File: config.mk
export PLATFORM = sky130hd
export DESIGN_NAME = hazard_stall_unit_flat
export DESIGN_NICKNAME = d
export VERILOG_FILES = /design/src/rtl/pipe_pkg.sv /design/src/rtl/hazard_stall_unit_if.sv /design/src/rtl/hazard_compare.sv /design/src/rtl/hazard_stall_unit.sv /design/src/flat_wrapper.sv
export SDC_FILE = /design/constraint.sdc
export NUM_CORES = 1
export LEC_CHECK = 0
export BUFFER_PORTS_ARGS = -buffer_cell sky130_fd_sc_hd__buf_2
export CAP_MARGIN = 20
export CORE_AREA = 5 5 42 44
export CTS_CLUSTER_SIZE = 12
export DETAILED_ROUTE_END_ITERATION = 6
export DIE_AREA = 0 0 47 49
export PLACE_DENSITY = 0.66
export SETUP_SLACK_MARGIN = 0.15
export SYNTH_ARGS = -nofsm -noshare
export SYNTH_HDL_FRONTEND = slang
export SYNTH_SLANG_ARGS = --single-unit
export TNS_END_PERCENT = 5
File: constraint.sdc
create_clock -name clk -period 2.15 [get_ports clk]
set_input_delay 0.645 -clock clk [delete_from_list [all_inputs] [get_ports clk]]
set_output_delay 0.645 -clock clk [all_outputs]
set_load 0.05 [all_outputs]
File: src/rtl/pipe_pkg.sv
// rtl/pipe_pkg.sv - shared pipeline constants, instruction field positions and hazard FSM state type
package pipe_pkg;

  localparam int INST_W = 19;
  localparam int REG_AW = 3;
  localparam int CNT_W  = 16;

  localparam int DEST_MSB = 13;
  localparam int DEST_LSB = 11;
  localparam int SRC1_MSB = 10;
  localparam int SRC1_LSB = 8;
  localparam int SRC2_MSB = 7;
  localparam int SRC2_LSB = 5;

  localparam logic [INST_W-1:0] NOP_INST = '0;

  typedef enum logic {
    RUN      = 1'b0,
    MEM_WAIT = 1'b1
  } state_t;

endpackage

File: src/rtl/hazard_stall_unit_if.sv
// rtl/hazard_stall_unit_if.sv - pipeline-to-hazard-unit signal bundle (counters under HAZARD_PERF_CNT_EN)
interface hazard_stall_unit_if;
  import pipe_pkg::*;

  logic [INST_W-1:0] ID_inst;
  logic              reg2_read_source;
  logic [INST_W-1:0] EX_inst;
  logic              EX_mem_read_signal;
  logic              MEM_mem_access;
  logic              mem_ready;
  logic              branch_taken;
  logic              PC_write;
  logic              IF_ID_write;
  logic              IF_ID_flush;
  logic              ID_EX_bubble;
  logic              pipe_freeze;
`ifdef HAZARD_PERF_CNT_EN
  logic [CNT_W-1:0]  lu_stall_cnt;
  logic [CNT_W-1:0]  mem_stall_cnt;
  logic [CNT_W-1:0]  flush_cnt;
`endif

  modport master (
    output ID_inst, reg2_read_source, EX_inst, EX_mem_read_signal,
           MEM_mem_access, mem_ready, branch_taken,
`ifdef HAZARD_PERF_CNT_EN
    input  lu_stall_cnt, mem_stall_cnt, flush_cnt,
`endif
    input  PC_write, IF_ID_write, IF_ID_flush, ID_EX_bubble, pipe_freeze
  );

  modport slave (
    input  ID_inst, reg2_read_source, EX_inst, EX_mem_read_signal,
           MEM_mem_access, mem_ready, branch_taken,
`ifdef HAZARD_PERF_CNT_EN
    output lu_stall_cnt, mem_stall_cnt, flush_cnt,
`endif
    output PC_write, IF_ID_write, IF_ID_flush, ID_EX_bubble, pipe_freeze
  );

endinterface

File: src/rtl/hazard_compare.sv
// rtl/hazard_compare.sv - combinational EX-destination vs ID-source compare for load-use detection
module hazard_compare
  import pipe_pkg::*;
(
  input  logic [INST_W-1:0] id_inst,
  input  logic [INST_W-1:0] ex_inst,
  input  logic              reg2_read_source,
  input  logic              ex_mem_read_signal,
  output logic              lu_hit
);

  logic [REG_AW-1:0] dest;
  logic [REG_AW-1:0] src1;
  logic [REG_AW-1:0] src2;
  logic              unused_bits;

  assign dest = ex_inst[DEST_MSB:DEST_LSB];
  assign src1 = id_inst[SRC1_MSB:SRC1_LSB];
  assign src2 = reg2_read_source ? id_inst[SRC1_MSB:SRC1_LSB] : id_inst[SRC2_MSB:SRC2_LSB];

  // r0 is hardwired zero, so a load targeting it can never feed a consumer
  assign lu_hit = ex_mem_read_signal && (dest != '0) && ((dest == src1) || (dest == src2));

  assign unused_bits = ^{id_inst[INST_W-1:SRC1_MSB+1], id_inst[SRC2_LSB-1:0],
                         ex_inst[INST_W-1:DEST_MSB+1], ex_inst[DEST_LSB-1:0]};

endmodule

File: src/rtl/hazard_stall_unit.sv
// rtl/hazard_stall_unit.sv - stall/flush controller for load-use, memory wait and taken branch
// Optional stall/flush counters are built when HAZARD_PERF_CNT_EN is defined.
module hazard_stall_unit
  import pipe_pkg::*;
(
  input  logic               clk,
  input  logic               rst,
  hazard_stall_unit_if.slave bus
);

  state_t state;
  logic   lu_pending;
  logic   br_pending;
  logic   lu_hit;
  logic   mw_hit;

  hazard_compare u_compare (
    .id_inst            (bus.ID_inst),
    .ex_inst            (bus.EX_inst),
    .reg2_read_source   (bus.reg2_read_source),
    .ex_mem_read_signal (bus.EX_mem_read_signal),
    .lu_hit             (lu_hit)
  );

  assign mw_hit = bus.MEM_mem_access && !bus.mem_ready;

  // Priority: memory wait, then branch flush, then load-use bubble
  always_comb begin
    bus.PC_write     = 1'b1;
    bus.IF_ID_write  = 1'b1;
    bus.IF_ID_flush  = 1'b0;
    bus.ID_EX_bubble = 1'b0;
    bus.pipe_freeze  = 1'b0;
    if (!rst) begin
      if (((state == RUN) && mw_hit) || ((state == MEM_WAIT) && !bus.mem_ready)) begin
        bus.PC_write    = 1'b0;
        bus.IF_ID_write = 1'b0;
        bus.pipe_freeze = 1'b1;
      end else if ((state == RUN) && (bus.branch_taken || br_pending)) begin
        bus.IF_ID_flush  = 1'b1;
        bus.ID_EX_bubble = 1'b1;
      end else if ((state == RUN) && (lu_hit || lu_pending)) begin
        bus.PC_write     = 1'b0;
        bus.IF_ID_write  = 1'b0;
        bus.ID_EX_bubble = 1'b1;
      end
    end
  end

  always_ff @(posedge clk) begin
    if (rst) begin
      state      <= RUN;
      lu_pending <= 1'b0;
      br_pending <= 1'b0;
    end else begin
      case (state)
        RUN: begin
          if (mw_hit) begin
            state <= MEM_WAIT;
            if (lu_hit)           lu_pending <= 1'b1;
            if (bus.branch_taken) br_pending <= 1'b1;
          end else if (bus.branch_taken || br_pending) begin
            // the flush discards the dependent instruction, so its bubble is moot
            br_pending <= 1'b0;
            lu_pending <= 1'b0;
          end else if (lu_hit || lu_pending) begin
            lu_pending <= 1'b0;
          end
        end
        MEM_WAIT: begin
          if (bus.mem_ready) state <= RUN;
        end
        default: state <= RUN;
      endcase
    end
  end

`ifdef HAZARD_PERF_CNT_EN
  logic [CNT_W-1:0] lu_cnt;
  logic [CNT_W-1:0] mem_cnt;
  logic [CNT_W-1:0] fl_cnt;

  always_ff @(posedge clk) begin
    if (rst) begin
      lu_cnt  <= '0;
      mem_cnt <= '0;
      fl_cnt  <= '0;
    end else begin
      if (bus.ID_EX_bubble && !bus.IF_ID_flush && (lu_cnt != '1)) lu_cnt <= lu_cnt + CNT_W'(1);
      if (bus.pipe_freeze && (mem_cnt != '1)) mem_cnt <= mem_cnt + CNT_W'(1);
      if (bus.IF_ID_flush && (fl_cnt != '1))  fl_cnt  <= fl_cnt + CNT_W'(1);
    end
  end

  assign bus.lu_stall_cnt  = lu_cnt;
  assign bus.mem_stall_cnt = mem_cnt;
  assign bus.flush_cnt     = fl_cnt;
`endif

endmodule

File: src/flat_wrapper.sv
// flat-port wrapper written by rule: the top's interface ports become plain ports
module hazard_stall_unit_flat import pipe_pkg::*;
  (clk, rst, bus_ID_inst, bus_reg2_read_source, bus_EX_inst, bus_EX_mem_read_signal, bus_MEM_mem_access, bus_mem_ready, bus_branch_taken, bus_PC_write, bus_IF_ID_write, bus_IF_ID_flush, bus_ID_EX_bubble, bus_pipe_freeze);
  hazard_stall_unit_if bus_i ();
  input  logic clk;
  input  logic rst;
  input wire logic [$bits(bus_i.ID_inst)-1:0] bus_ID_inst;
  input wire logic [$bits(bus_i.reg2_read_source)-1:0] bus_reg2_read_source;
  input wire logic [$bits(bus_i.EX_inst)-1:0] bus_EX_inst;
  input wire logic [$bits(bus_i.EX_mem_read_signal)-1:0] bus_EX_mem_read_signal;
  input wire logic [$bits(bus_i.MEM_mem_access)-1:0] bus_MEM_mem_access;
  input wire logic [$bits(bus_i.mem_ready)-1:0] bus_mem_ready;
  input wire logic [$bits(bus_i.branch_taken)-1:0] bus_branch_taken;
  output wire logic [$bits(bus_i.PC_write)-1:0] bus_PC_write;
  output wire logic [$bits(bus_i.IF_ID_write)-1:0] bus_IF_ID_write;
  output wire logic [$bits(bus_i.IF_ID_flush)-1:0] bus_IF_ID_flush;
  output wire logic [$bits(bus_i.ID_EX_bubble)-1:0] bus_ID_EX_bubble;
  output wire logic [$bits(bus_i.pipe_freeze)-1:0] bus_pipe_freeze;
  assign bus_i.ID_inst = bus_ID_inst;
  assign bus_i.reg2_read_source = bus_reg2_read_source;
  assign bus_i.EX_inst = bus_EX_inst;
  assign bus_i.EX_mem_read_signal = bus_EX_mem_read_signal;
  assign bus_i.MEM_mem_access = bus_MEM_mem_access;
  assign bus_i.mem_ready = bus_mem_ready;
  assign bus_i.branch_taken = bus_branch_taken;
  assign bus_PC_write = bus_i.PC_write;
  assign bus_IF_ID_write = bus_i.IF_ID_write;
  assign bus_IF_ID_flush = bus_i.IF_ID_flush;
  assign bus_ID_EX_bubble = bus_i.ID_EX_bubble;
  assign bus_pipe_freeze = bus_i.pipe_freeze;
  hazard_stall_unit u_core (.clk(clk), .rst(rst), .bus(bus_i));
endmodule
# After elaboration in Yosys (flattened, before gate mapping)
# Cells that the tools add are included.
word_totals:
  in_bits: 45
  regBits: 3
  out_inout_bits: 5
classes:
  eq_ne: 4
  muxes: 24
  bitwise: 1
  n_reduce_logical: 17
op_table:
  columns: ["operator", "count"]
  rows:
  - ["1-bit 2-to-1 mux", 22]
  - ["1-bit logical AND", 7]
  - ["3-bit equality test", 2]
  - ["3-bit AND reduction", 2]
  - ["3-bit nonzero test", 2]
  - ["1-bit logical OR", 4]
  - ["3-bit 2-to-1 mux", 1]
  - ["2-bit by 1-bit inequality test with 1-bit output (second input constant)", 1]
  - ["2-bit inequality test (second input constant)", 1]
  - ["1-bit one-hot mux with 2 select lines", 1]
  - ["2-bit nonzero test", 1]
  - ["1-bit zero test", 1]
  - ["1-bit NOT", 1]

# Logic depth before layout (Yosys ltp)
depth:
  word_depth: 10
  ltp_mapped: 5
  depth_no_buf: 4

# Modules after synthesis
# A second synthesis with hierarchy kept.
hier_totals:
  cells_unflattened: 32
  area_unflattened_um2: 257.7
by_module_without_submodules:
  columns: ["mod", "seq_area_each_um2", "area_per_inst_um2", "instances", "cells_each"]
  rows:
  - ["hazard_stall_unit", 60.1, 180.2, 1, 22]
  - ["hazard_compare", 0.0, 77.6, 1, 10]

# Worst setup path after synthesis
# No wires, ideal clock.
synth_timing:
  path_kind: "input-to-output"
  start: "input port rst"
  end: "output port bus_PC_write"
  t_arrival_ps: 2511
  path_stages: 4
  path_slack_ps: -1006
  path_buffers: 1
  cell_sequence: "nor3_1 a41oi_1 o21a_1 buf_4"
synth_via:
  elab_chain_len: 1
synth_rtl:
  columns: ["item", "line", "rtl"]
  rows:
  - ["start: declaration", "flat_wrapper.sv:6", "input logic rst;"]
  - ["1-bit 2-to-1 mux", null, null]
  - ["end: declaration", "flat_wrapper.sv:14", "output wire logic [$bits(bus_i.PC_write)-1:0] bus_PC_write;"]
# No other way between the ends.

# Final worst setup path
layout_timing:
  start: "input port bus_EX_inst[13]"
  end: "output port bus_IF_ID_write"
layout_via:
  elab_chain_len: 9
layout_rtl:
  columns: ["item", "line", "rtl"]
  rows:
  - ["start: declaration", "flat_wrapper.sv:9", "input wire logic [$bits(bus_i.EX_inst)-1:0] bus_EX_inst;"]
  - ["3-bit equality test / 3-bit nonzero test (equally long branches)", "hazard_compare.sv:22", "assign lu_hit = ex_mem_read_signal && (dest != '0) && ((dest == src1) || (dest == src2));"]
  - ["1-bit logical OR / 1-bit logical AND (equally long branches)", "hazard_compare.sv:22", null]
  - ["1-bit logical AND *", "hazard_compare.sv:22", null]
  - ["1-bit logical OR *", "hazard_stall_unit.sv:42", "end else if ((state == RUN) && (lu_hit || lu_pending)) begin"]
  - ["1-bit logical AND *", "hazard_stall_unit.sv:42", null]
  - ["1-bit 2-to-1 mux *", "hazard_stall_unit.sv:42", null]
  - ["1-bit 2-to-1 mux *", "hazard_stall_unit.sv:39", "end else if ((state == RUN) && (bus.branch_taken || br_pending)) begin"]
  - ["1-bit 2-to-1 mux *", "hazard_stall_unit.sv:35", "if (((state == RUN) && mw_hit) || ((state == MEM_WAIT) && !bus.mem_ready)) begin"]
  - ["1-bit 2-to-1 mux *", "hazard_stall_unit.sv:34", "if (!rst) begin"]
  - ["end: declaration", "flat_wrapper.sv:15", "output wire logic [$bits(bus_i.IF_ID_write)-1:0] bus_IF_ID_write;"]
# Mark *: on every way between the ends. The rest lies on a longest branch, timed or not.

==> impl_metrics.py <==
metrics = {
    "synthesis": {
        "yosys.area_share.simple": 0.240,
        "synthArstFlopShare": 0,
        "synth_area_um2": 245,
        "synth_top_family_by_area": "simple AND/OR/NAND/NOR gates",
        "synth_area_per_cell_um2": 7.43,
        "synth_top_area_cell": "dfxtp_1",
        "synth_most_common_cell": "xor2_1",
        "syn_nets": 78,
        "netlist_instances": 33,
        "muxShareOfSynthArea": 0,
        "synth_fa_ha_area_frac": 0,
        "yosysWarningCount": 0,
        "yosysSeqAreaShare": 0.245,
        "synthTopCellsByArea": "dfxtp_1, xor2_1, a21oi_1",
        "synth_edf_count": 0,
        "synth_seq_cells": 3,
        "synth_compound_area_frac": 0.209,
        "synth_commonest_cells": "xor2_1, inv_1, nor2_1",
        "synth_cell_type_count": 16,
        "yosysTopAreaCellShare": 0.245,
        "yosys.area_share.xor_xnor": 0.214,
        "ys.flop_type": "dfxtp_1",
    },
    "grt": {
        "grt_max_degree": 5,
        "grt_pass1_vias": 322,
        "grt.total_usage": 0.0761,
        "antenna_found_initial": 0,
        "grt.overflow.total": 0,
        "grt_first_pass_wirelength_um": 1220,
    },
    "timing": {
        "worstMarginPinSlew_ns": 0.363,
        "whs_ns": 0.474,
        "period_share": 1.15,
        "hold_violations": 0,
        "fmax_mhz": 403,
        "fin_ws_ns": -0.329,
        "slew_viol_final": 0,
        "skew_ns": 0.000523,
        "setup_viol": 3,
        "relSlewSlack": 0.757,
        "rsz0062_at_grt": "true",
        "period_needed_ns": 2.48,
    },
    "critical_path": {
        "cp_max_fo": 3,
        "end_kind": "output pin",
        "crit_top_cell": "buf_6",
        "critPathSlowestCell": "o21a_4",
        "cpPeakStageDelay_ns": 0.28,
        "crit_family": "compound AO/OA/AOI/OAI gates",
        "critical_path_class": "in -> out",
        "required_ns": 1.50,
        "crit_chain": "buf_6 > buf_6 > xor2_1 > nor3_1 > o2111ai_2 > o21a_4 > buf_8",
        "worstSetupStartpointType": "input pin",
        "cp.arrival_ns": 1.83,
        "path_buf_inv": 3,
    },
    "placed_design": {
        "dp_hpwl_um": 624,
        "place_area_um2": 420,
        "port_buffers": 20,
        "dp_cells": 71,
        "place.gp.congestion": 0.675,
    },
    "cts": {
        "cts-root-buf": "clkbuf_4",
        "clock_path_buffers": 2,
        "clkTransAtPathRegs_ns": 0.04,
        "cts_tree": "yes",
        "cts_hold_buffers": 0,
        "postCtsSetupRepairBufs": 0,
        "numCtsBuffers": 3,
        "cts_max_level": 1,
        "clk_latency_ns": 0.23,
        "clock_sinks": 3,
    },
    "power": {
        "seqPwrFrac": 0.226,
        "max-vdd-ir-drop_mv": 0.310,
        "power.switching_mw": 0.0876,
        "p_comb_frac": 0.400,
        "clockPowerShare": 0.373,
        "p_per_area_nw_per_um2": 505,
        "intPower_mw": 0.177,
        "p_leak_nw": 0.228,
        "sw_frac_of_total": 0.332,
    },
    "final_layout": {
        "final_nets": 105,
        "syn_to_final_growth_pct": 113,
        "antennaDiodeCount": 0,
        "stdcell_count": 75,
        "drive_gt1_frac": 0.610,
        "final_area_um2": 523,
    },
    "die": {
        "die_w_um": 47,
        "core_area_um2": 1400,
        "start_util": 0.175,
        "row_count": 14,
        "die_area_um2": 2300,
        "ios": 50,
        "die_h_um": 49,
    },
    "run": {
        "maxCapViolCount": 0,
    },
    "routing": {
        "avgViaCountPerCell": 4.39,
        "antenna_left": 0,
        "wirelength_um": 798,
        "vias": 329,
        "first_iter_violations": 1,
        "route.detailed.drc": 0,
        "dr.pass1.iters": 2,
        "wl_per_cell_um": 10.6,
    },
    "worst_hold_path": {
        "hold_class": "reg -> reg",
    },
    "status": {
        "violations": "negative setup slack",
        "status": "finished with violations",
    },
}
-- final timing paths --
check	start	to	slack, ns	cells past startpoint
setup reg to reg	u_core.state	u_core.lu_pending	1.24	3
hold / removal	u_core.br_pending	u_core.br_pending	0.47	2
hold reg to reg	u_core.br_pending	u_core.br_pending	0.47	2
setup / recovery	bus_EX_inst[13]	bus_IF_ID_write	-0.33	7
-- power by group through the flow --
stage / Clock, mW / Combinational [mW] / Sequential (mW)
2_1_floorplan: 0 / 0.0573 / 0.0600
3_3_place_gp: 0 / 0.0854 / 0.0603
3_5_place_dp: 0 / 0.0865 / 0.0604
4_1_cts: 0.103 / 0.101 / 0.0597
5_1_grt: 0.114 / 0.113 / 0.0598
6_report: 0.0987 / 0.106 / 0.0597
-- state kept, by name (all words and copies together) (netlist names) --
signal	flops
u_core.state	1
u_core.br_pending	1
u_core.lu_pending	1
-- logic make-up (layout without fill, tap and decap cells) --
group	after synthesis	after routing
XOR/XNOR	6	6
flip-flops	3	3
buffers and inverters	5	31
AO/OA/AOI/OAI	8	8
AND/OR/NAND/NOR	11	11
-- layout make-up --
| cell class | instances | area, µm² |
|---|---|---|
| fill | 143 | 878 |
| multi-input combinational | 25 | 216 |
| timing repair buffer | 23 | 185 |
| sequential | 3 | 60.1 |
| clock buffer | 4 | 26.3 |
| tap | 16 | 20.0 |
| inverter | 4 | 15.0 |
-- worst reg2reg max path, cell delays in order, from the launching register on --
cell	delay, ns
dfxtp_1	0.38
a21oi_2	0.06
or2_2	0.28
a21oi_1	0.12
-- metal layers --
metal | wire length (µm) | GRT usage
met5 | 0 | 0
met3 | 117 | 0.0443
met4 | 0 | 0.0415
met2 | 402 | 0.120
met1 | 278 | 0.0747
-- repair_timing --
action	CTS	global route
setup endpoints to repair	4	4
resized for setup	15	7
pin swaps	7	3
-- placed cells by master (no fill, tap or decap) --
cell type	instances
clkbuf_4	3
inv_1	3
xor2_1	6
or2_2	1
a41oi_1	1
o21a_4	1
o2111ai_2	1
nor3_4	1
a21oi_1	2
buf_2	13
or3_1	1
o21ai_0	1
buf_6	4
nor4_2	1
nor3_1	2
inv_2	1
nand2_2	1
clkbuf_1	1
a21oi_2	1
a31oi_4	1
nor2_4	1
buf_4	2
dfxtp_1	3
nor2_1	3
buf_8	4
-- through the flow --
step / setup TNS (ns) / power [mW] / worst slack (ns) / util
floorplan: -0.578 / 0.117 / -0.239 / -
global placement: -1.19 / 0.146 / -0.418 / 0.300
detailed placement: -1.21 / 0.147 / -0.423 / 0.300
CTS: -0.995 / 0.263 / -0.343 / 0.355
global route: -1.19 / 0.286 / -0.409 / 0.373
finish: -0.945 / 0.264 / -0.329 / 0.373
No activity file was read; power rests on OpenSTA's default activity.
